<file path="config.mk">
export PLATFORM = sky130hd
export DESIGN_NAME = fifo_rd_packer
export DESIGN_NICKNAME = d
export VERILOG_FILES = /design/src/rtl/fifo_rd_packer_pkg.sv /design/src/rtl/stream_out_reg.sv /design/src/rtl/fifo_rd_packer.sv
export SDC_FILE = /design/constraint.sdc
export NUM_CORES = 1
export LEC_CHECK = 0
export BUFFER_PORTS_ARGS = -buffer_cell sky130_fd_sc_hd__buf_2
export CAP_MARGIN = 15
export CORE_ASPECT_RATIO = 0.75
export CORE_MARGIN = 5
export CORE_UTILIZATION = 30
export CTS_CLUSTER_DIAMETER = 120
export DETAILED_ROUTE_END_ITERATION = 7
export GPL_ROUTABILITY_DRIVEN = 0
export PLACE_DENSITY_LB_ADDON = 0.2
export SETUP_SLACK_MARGIN = 0.15
export SKIP_LAST_GASP = 1
export SYNTH_ARGS = -nofsm -noshare
export SYNTH_HDL_FRONTEND = slang
export SYNTH_SLANG_ARGS = --single-unit
</file>
<file path="constraint.sdc">
create_clock -name rclk -period 2.49 [get_ports rclk]
set_clock_uncertainty 0.1 [all_clocks]
set_input_delay 0.249 -clock rclk [delete_from_list [all_inputs] [get_ports rclk]]
set_output_delay 0.249 -clock rclk [all_outputs]
set_load 0.01 [all_outputs]
</file>
<file path="src/rtl/fifo_rd_packer_pkg.sv">
// rtl/fifo_rd_packer_pkg.sv - shared constants, clog2 helper and emit-kind type for the read-side packer
package fifo_rd_packer_pkg;

    localparam int DEF_DSIZE  = 8;
    localparam int DEF_ASIZE  = 4;
    localparam int DEF_NWORDS = 4;

    typedef enum logic [1:0] {
        EMIT_NONE  = 2'd0,
        EMIT_FULL  = 2'd1,
        EMIT_FLUSH = 2'd2
    } emit_e;

    function automatic int clog2(input int n);
        int r;
        int v;
        r = 0;
        v = 1;
        while (v < n) begin
            v = v << 1;
            r++;
        end
        return r;
    endfunction

endpackage

</file>
<file path="src/rtl/stream_out_reg.sv">
// rtl/stream_out_reg.sv - output word register with valid/ready hold; reports when the slot is free
module stream_out_reg #(
    parameter int DW = 32,
    parameter int KW = 4
) (
    input  logic          clk_i,
    input  logic          rst_i,
    input  logic          load_i,
    input  logic [DW-1:0] tdata_i,
    input  logic [KW-1:0] tkeep_i,
    input  logic          tlast_i,
    output logic [DW-1:0] tdata_o,
    output logic [KW-1:0] tkeep_o,
    output logic          tlast_o,
    output logic          tvalid_o,
    input  logic          tready_i,
    output logic          free_o
);

    logic [DW-1:0] data_q, data_d;
    logic [KW-1:0] keep_q, keep_d;
    logic          last_q, last_d;
    logic          valid_q, valid_d;

    always_ff @(posedge clk_i or posedge rst_i) begin
        if (rst_i) begin
            data_q  <= '0;
            keep_q  <= '0;
            last_q  <= 1'b0;
            valid_q <= 1'b0;
        end else begin
            data_q  <= data_d;
            keep_q  <= keep_d;
            last_q  <= last_d;
            valid_q <= valid_d;
        end
    end

    // load_i is only raised by the packer when free_o is high
    always_comb begin
        free_o  = !valid_q || tready_i;
        data_d  = data_q;
        keep_d  = keep_q;
        last_d  = last_q;
        valid_d = valid_q;
        if (load_i) begin
            data_d  = tdata_i;
            keep_d  = tkeep_i;
            last_d  = tlast_i;
            valid_d = 1'b1;
        end else if (tready_i) begin
            valid_d = 1'b0;
        end
    end

    assign tdata_o  = data_q;
    assign tkeep_o  = keep_q;
    assign tlast_o  = last_q;
    assign tvalid_o = valid_q;

endmodule

</file>
<file path="src/rtl/fifo_rd_packer.sv">
// rtl/fifo_rd_packer.sv - pops FIFO words and packs NWORDS of them into one wide stream word, with flush
module fifo_rd_packer
    import fifo_rd_packer_pkg::*;
#(
    parameter int DSIZE  = DEF_DSIZE,
    parameter int NWORDS = DEF_NWORDS,
    localparam int CW    = clog2(NWORDS)
) (
    input  logic                    rclk,
    input  logic                    rrst,
    input  logic [DSIZE-1:0]        rdata,
    input  logic                    rempty,
    output logic                    rinc,
    input  logic                    flush,
    output logic [DSIZE*NWORDS-1:0] out_data,
    output logic [NWORDS-1:0]       out_keep,
    output logic                    out_last,
    output logic                    out_valid,
    input  logic                    out_ready,
    output logic [CW:0]             fill
);

    localparam int CNTW = CW + 1;
    localparam logic [CNTW-1:0] LAST_LANE = CNTW'(NWORDS - 1);

    logic [NWORDS-1:0][DSIZE-1:0] asm_q, asm_d;
    logic [CNTW-1:0]              cnt_q, cnt_d;
    logic                         flush_pend_q, flush_pend_d;

    logic                         out_free;
    logic                         pop;
    logic                         at_last;
    logic                         emit;
    logic                         flush_set;
    logic [CNTW-1:0]              eff_cnt;
    emit_e                        emit_kind;
    logic [NWORDS-1:0][DSIZE-1:0] word_data;
    logic [NWORDS-1:0]            word_keep;
    logic                         word_last;

    always_ff @(posedge rclk or posedge rrst) begin
        if (rrst) begin
            asm_q        <= '0;
            cnt_q        <= '0;
            flush_pend_q <= 1'b0;
        end else begin
            asm_q        <= asm_d;
            cnt_q        <= cnt_d;
            flush_pend_q <= flush_pend_d;
        end
    end

    always_comb begin
        at_last = (cnt_q == LAST_LANE);
        // A pending flush freezes the partial word until the slot frees up
        pop     = !rempty && !(at_last && !out_free) && !(flush_pend_q && !out_free);
        eff_cnt = cnt_q + CNTW'(pop);

        emit_kind = EMIT_NONE;
        if (pop && at_last) begin
            emit_kind = EMIT_FULL;
        end else if (flush_pend_q && out_free) begin
            emit_kind = EMIT_FLUSH;
        end
        emit = (emit_kind != EMIT_NONE);

        // A flush arriving with a completing pop tags that word instead of queuing an empty one
        flush_set = flush && !emit && (eff_cnt != '0);
        word_last = flush_pend_q || flush;

        for (int i = 0; i < NWORDS; i++) begin
            word_keep[i] = (CNTW'(i) < eff_cnt);
            if (CNTW'(i) < cnt_q) begin
                word_data[i] = asm_q[i];
            end else if (pop && (CNTW'(i) == cnt_q)) begin
                word_data[i] = rdata;
            end else begin
                word_data[i] = '0;
            end
        end

        asm_d = asm_q;
        if (pop && !emit) begin
            asm_d[cnt_q[CW-1:0]] = rdata;
        end

        cnt_d        = emit ? '0 : eff_cnt;
        flush_pend_d = emit ? 1'b0 : (flush_pend_q || flush_set);
    end

    stream_out_reg #(
        .DW (DSIZE * NWORDS),
        .KW (NWORDS)
    ) u_out (
        .clk_i    (rclk),
        .rst_i    (rrst),
        .load_i   (emit),
        .tdata_i  (word_data),
        .tkeep_i  (word_keep),
        .tlast_i  (word_last),
        .tdata_o  (out_data),
        .tkeep_o  (out_keep),
        .tlast_o  (out_last),
        .tvalid_o (out_valid),
        .tready_i (out_ready),
        .free_o   (out_free)
    );

    assign rinc = pop && !rrst;
    assign fill = cnt_q;

endmodule
</file>
# --- Yosys cells after proc, flatten, opt, wreduce, memory -nomap -nowiden ---
# Index checks and enable logic that the tools add are counted.
word_totals:
  mem_bits_ro: 0
  output_inout_bits: 42
  in_bits: 13
  mem_count: 0
  regBits: 74
  latchBits: 0
  mem_bits_rw: 0
classes:
  addsub: 1
  bitwise_logic: 0
  magnitude_cmp: 10
  n_reduce_logical: 29
  shifts: 0
  n_mux: 17
  mul: 0
  div_mod_pow: 0
  n_eq_ne: 4
op_table:
  columns: ["operator", "count"]
  rows:
  - ["$mux W8", 9]
  - ["$bwmux W32", 1]
  - ["$demux W8 S2", 1]
  - ["$logic_and A1 B1 Y1", 15]
  - ["$lt A1 B3 Y1 const A", 4]
  - ["$lt A2 B3 Y1 const A", 4]
  - ["$logic_not A1 Y1", 7]
  - ["$eq A2 B3 Y1 const A", 2]
  - ["$mux W2", 2]
  - ["$reduce_bool A2 Y1", 2]
  - ["$add A3 B1 Y3", 1]
  - ["$eq A1 B3 Y1 const A", 1]
  - ["$eq A3 B2 Y1 const B", 1]
  - ["$logic_not A3 Y1", 1]
  - ["$logic_or A1 B1 Y1", 3]
  - ["$lt A2 B3 Y1 const B", 1]
  - ["$mux W1", 3]
  - ["$mux W3", 1]
  - ["$reduce_bool A3 Y1", 1]
  - ["$ge A2 B1 Y1 const B", 1]

# --- Logic depth before layout (Yosys ltp) ---
logic_depth:
  ltp_word: 15
  mapped_depth: 9

# --- Hierarchy ---
# Synthesis repeated with hierarchy kept, for this count alone.
unflattened:
  hier_cells: 231
  hier_area_um2: 3445.8
by_module_without_submodules:
  columns: ["mod", "area_each_um2", "n_inst", "cells_per_inst"]
  rows:
  - ["fifo_rd_packer", 1951.9, 1, 149]
  - ["stream_out_reg", 1493.9, 1, 82]

# --- Worst setup path before layout ---
# OpenSTA, ideal clock, no wires.
synth_path:
  path_type: "register -> register"
  from: "reg cnt_q[1], in the netlist fill[1]"
  to: "reg u_out.keep_q[0], in the netlist u_out.tkeep_o[0]"
  arrival_time_ns: 2.044
  setup_time_ns: 0.127
  period_less_slack_ns: 2.272
  stages_incl_launch_ff: 9
  path_slack_ns: 0.218
  cell_sequence: "dfrtp_1 > buf_4 > nand2_1 > o21bai_1 > a21oi_1 > ha_1 > ha_1 > or3_1 > mux2_1"
synth_via:
  elab_chain_cells: 8
synth_rtl:
  columns: ["item", "line_no", "rtl"]
  rows:
  - ["from (decl)", "fifo_rd_packer.sv:27", "logic [CNTW-1:0] cnt_q, cnt_d;"]
  - ["from (signal assigned)", "fifo_rd_packer.sv:48", "cnt_q <= cnt_d;"]
  - ["branches (longest 8 deep; another with $add A3 B1 Y3)", null, null]
  - ["to (signal assigned)", "stream_out_reg.sv:33", "keep_q <= keep_d;"]
  - ["to (decl)", "stream_out_reg.sv:21", "logic [KW-1:0] keep_q, keep_d;"]
# Parallel ways; which one is timed is not known.
# A chain may end at the register's enable or synchronous reset.

# --- Worst setup path in the final report ---
layout_path:
  from: "reg cnt_q[2], in the netlist fill[2]"
  to: "reg u_out.keep_q[3], in the netlist u_out.tkeep_o[3]"
layout_via:
  elab_chain_cells: 8
layout_rtl:
  columns: ["item"]
  rows:
  - ["branches (longest 8 deep; another with $add A3 B1 Y3)"]
# Parallel ways; which one is timed is not known.

==> flow_summary.ini <==
[detailed_routing]
ant_nets = 0
vias = 2219
drtIter0Drc = 123
wirelength_um = 7970
drc = 0
dr.pass1.iters = 4
vias_per_cell = 5.09
wl_per_cell_um = 18.3

[floorplan]
die_width_um = 132
ios = 55
coreArea_sq_um = 10900
initial_core_util = 0.307
die_h_um = 101
dieArea_sq_um = 13400
rows = 33

[worst_setup_path]
worstPathArrival_ns = 2.25
worstPathRequired_ns = 2.61
end_kind = flip-flop
cp-start-kind = flip-flop
critical_path_class = reg -> reg
worstPathMaxFanout = 34

[logic_synthesis]
yosysWarnings = 0
synthCells = 229
synth_top_family_by_area = multiplexers
synth_nets = 244
synth_seq_cells = 74
synth_compound_area_frac = 0.115
synthAdderAreaFrac = 0.00748
synth.area.mux_share = 0.201
synth-seq-area-share = 0.554
synth_xor_area_frac = 0.00262
syn_area_per_cell_sq_um = 14.6
synthSimpleGateAreaFrac = 0.0831
syn_area_sq_um = 3340
ys_types = 39

[clocking]
path_clk_slew_ns = 0.05
htree_levels = 3
cts_setup_buffers = 0
max-clock-path-buffers = 2
root_buffer = clkbuf_16
cts_made_buffers = 9
insertion_delay_ns = 0.33
cts.sinks = 74
cts_tree = done

[placement]
post_dp_cell_area_sq_um = 3810
port-buffer-count = 54
dp_slack_ns = 0.289
dp_hpwl_um = 5400

[grt]
grt_max_degree = 35
track_usage = 0.126
antenna_found_initial = 0
first_global_vias = 2360
grt_first_pass_wirelength_um = 13000
grt_overflow = 0

[timing]
setup_viol_count_final = 0
min_period_ns = 2.14
relSlewSlack = 0.576
worst_slack_ns = 0.353
finalCritPeriodShare = 0.858
fin_tns_setup_ns = 0
rsz0062_at_grt = false
slew_viol_final = 0
worst_slew_pin_slew_ns = 0.635
max_freq_mhz = 468
finalHoldViolations = 0

[finish]
drive_gt1_frac = 0.493
fill_cells = 1093
antenna_cells = 0
syn_to_final_growth_pct = 23.1
utilization = 0.378
design_area_sq_um = 4120
nets = 306

[run]
drv_cap = 0

[power]
swShare = 0.326
comb_power_share = 0.387
p_sw_w = 0.00171
p_leak_nw = 1.96
powerDensity_nw_per_um2 = 1280
clkPwrFrac = 0.246
ir_worst_vdd_v = 0.000425
internal-power_w = 0.00355
p_seq_frac = 0.366

[run_status]
status = complete, no violations

[min_path]
hold_class = in -> reg
==> state kept, by name (all words and copies together), names as in the netlist <==
register and flops:
u_out.tlast_o 1, u_out.tvalid_o 1, u_out.tkeep_o 4, u_out.tdata_o 32, flush_pend_q 1, fill 3
asm_q 32
==> metal layers <==
layer | wire length, um | global-route usage | up-vias
li1 | - | - | 1012
met1 | 3830 | 0.173 | 1138
met2 | 3580 | 0.186 | 61
met3 | 481 | 0.0452 | 8
met4 | 71 | 0.0411 | 0
met5 | 0 | 0 | -
==> kinds of logic (layout without fill, tap and decap cells) <==
kind of cell | count (synthesis) | after routing
fa+ha+maj | 2 | 2
mux | 60 | 60
flops | 74 | 74
buf+inv | 18 | 85
xor+xnor | 1 | 1
simple gates | 33 | 33
compound gates | 41 | 41
==> synthesized netlist by cell type, drive strengths merged <==
| library cell | n | area share |
|---|---|---|
| ha | 2 | 0.0075 |
| dfrtp | 74 | 0.55 |
| nand2 | 1 | 0.0011 |
| buf | 10 | 0.028 |
| nor4b | 5 | 0.026 |
| inv | 3 | 0.0034 |
| nor4 | 2 | 0.010 |
| a32o | 24 | 0.072 |
| o2bb2ai | 1 | 0.0026 |
| clkbuf | 5 | 0.0056 |
| nand4 | 1 | 0.0019 |
| o31a | 1 | 0.0026 |
| nand2b | 1 | 0.0019 |
| a211oi | 1 | 0.0022 |
| a21oi | 2 | 0.0030 |
| a32oi | 1 | 0.0026 |
| a221o | 7 | 0.021 |
| nand3b | 1 | 0.0022 |
| nor3 | 2 | 0.0030 |
| mux2 | 58 | 0.20 |
| and3 | 8 | 0.015 |
| xor2 | 1 | 0.0026 |
| nor2 | 3 | 0.0034 |
| and2 | 3 | 0.0056 |
| o21a | 1 | 0.0022 |
| or2 | 1 | 0.0019 |
| and4bb | 1 | 0.0037 |
| a21o | 1 | 0.0022 |
| nor2b | 1 | 0.0019 |
| o21ai | 1 | 0.0026 |
| mux2i | 2 | 0.0060 |
| o21bai | 1 | 0.0022 |
| or3 | 3 | 0.0056 |
==> power by group through the flow <==
stage                     combinational (W)  clock, W  sequential (W)
final                               0.00204   0.00130         0.00193
after global routing                0.00224   0.00138         0.00199
after CTS                           0.00208   0.00134         0.00193
after detailed placement            0.00207         0         0.00195
after global placement              0.00204         0         0.00194
after floorplan                     0.00135         0         0.00205
==> cells in the final DEF, fill, tap and decap left out, drive strengths merged, types with 2 or more instances in the layout <==
cell	n
a21oi	2
a32o	24
and3	8
nor4	2
or3	3
nor3	2
clkbuf	14
mux2	58
inv	3
a221o	7
ha	2
mux2i	2
buf	65
dfrtp	74
nor2	3
nor4b	5
and2	3
==> stage by stage <==
step	power (W)	std cells	hold WS, ns
6_report	0.00527	436	0.162
5_1_grt	0.00562	436	0.177
4_1_cts	0.00535	436	0.170
3_5_place_dp	0.00402	419	0.291
3_3_place_gp	0.00397	419	0.291
2_1_floorplan	0.00339	229	0.300
==> path summary, 6_finish.rpt <==
path	to	start	slack (ns)	cells past startpoint
setup reg to reg	u_out.tkeep_o[3]	fill[2]	0.35	5
setup / recovery	u_out.tkeep_o[3]	fill[2]	0.35	5
min in group asynchronous	fill[0]	rrst	0.47	3
hold / removal	u_out.tdata_o[31]	out_ready	0.16	3
max in group asynchronous	asm_q[7]	rrst	1.26	4
hold reg to reg	u_out.tkeep_o[0]	u_out.tkeep_o[0]	0.39	1
==> timing repair <==
item                                    in CTS  in global routing
hold buffers                                 1                  0
endpoints found under the setup margin       0                  1
hold endpoints to repair                    25                  0
resized for setup                            0                  1
==> final cells by class <==
class | count | area, sq um | area share
clock buffer | 14 | 264 | 0.0641
clock inverter | 2 | 35.0 | 0.00851
inverter | 3 | 11.3 | 0.00273
multi-input combinational | 137 | 1380 | 0.335
sequential | 74 | 1850 | 0.450
tap | 140 | 175 | 0.0425
timing repair buffer | 66 | 400 | 0.0972
==> worst max-delay path, cell delays in order, from the launching register on <==
cell	delay, ns
dfrtp_1	0.37
buf_4	0.21
and4bb_2	0.36
o21ai_4	0.32
buf_12	0.27
mux2_2	0.37
No activity file was read; power rests on OpenSTA's default activity.
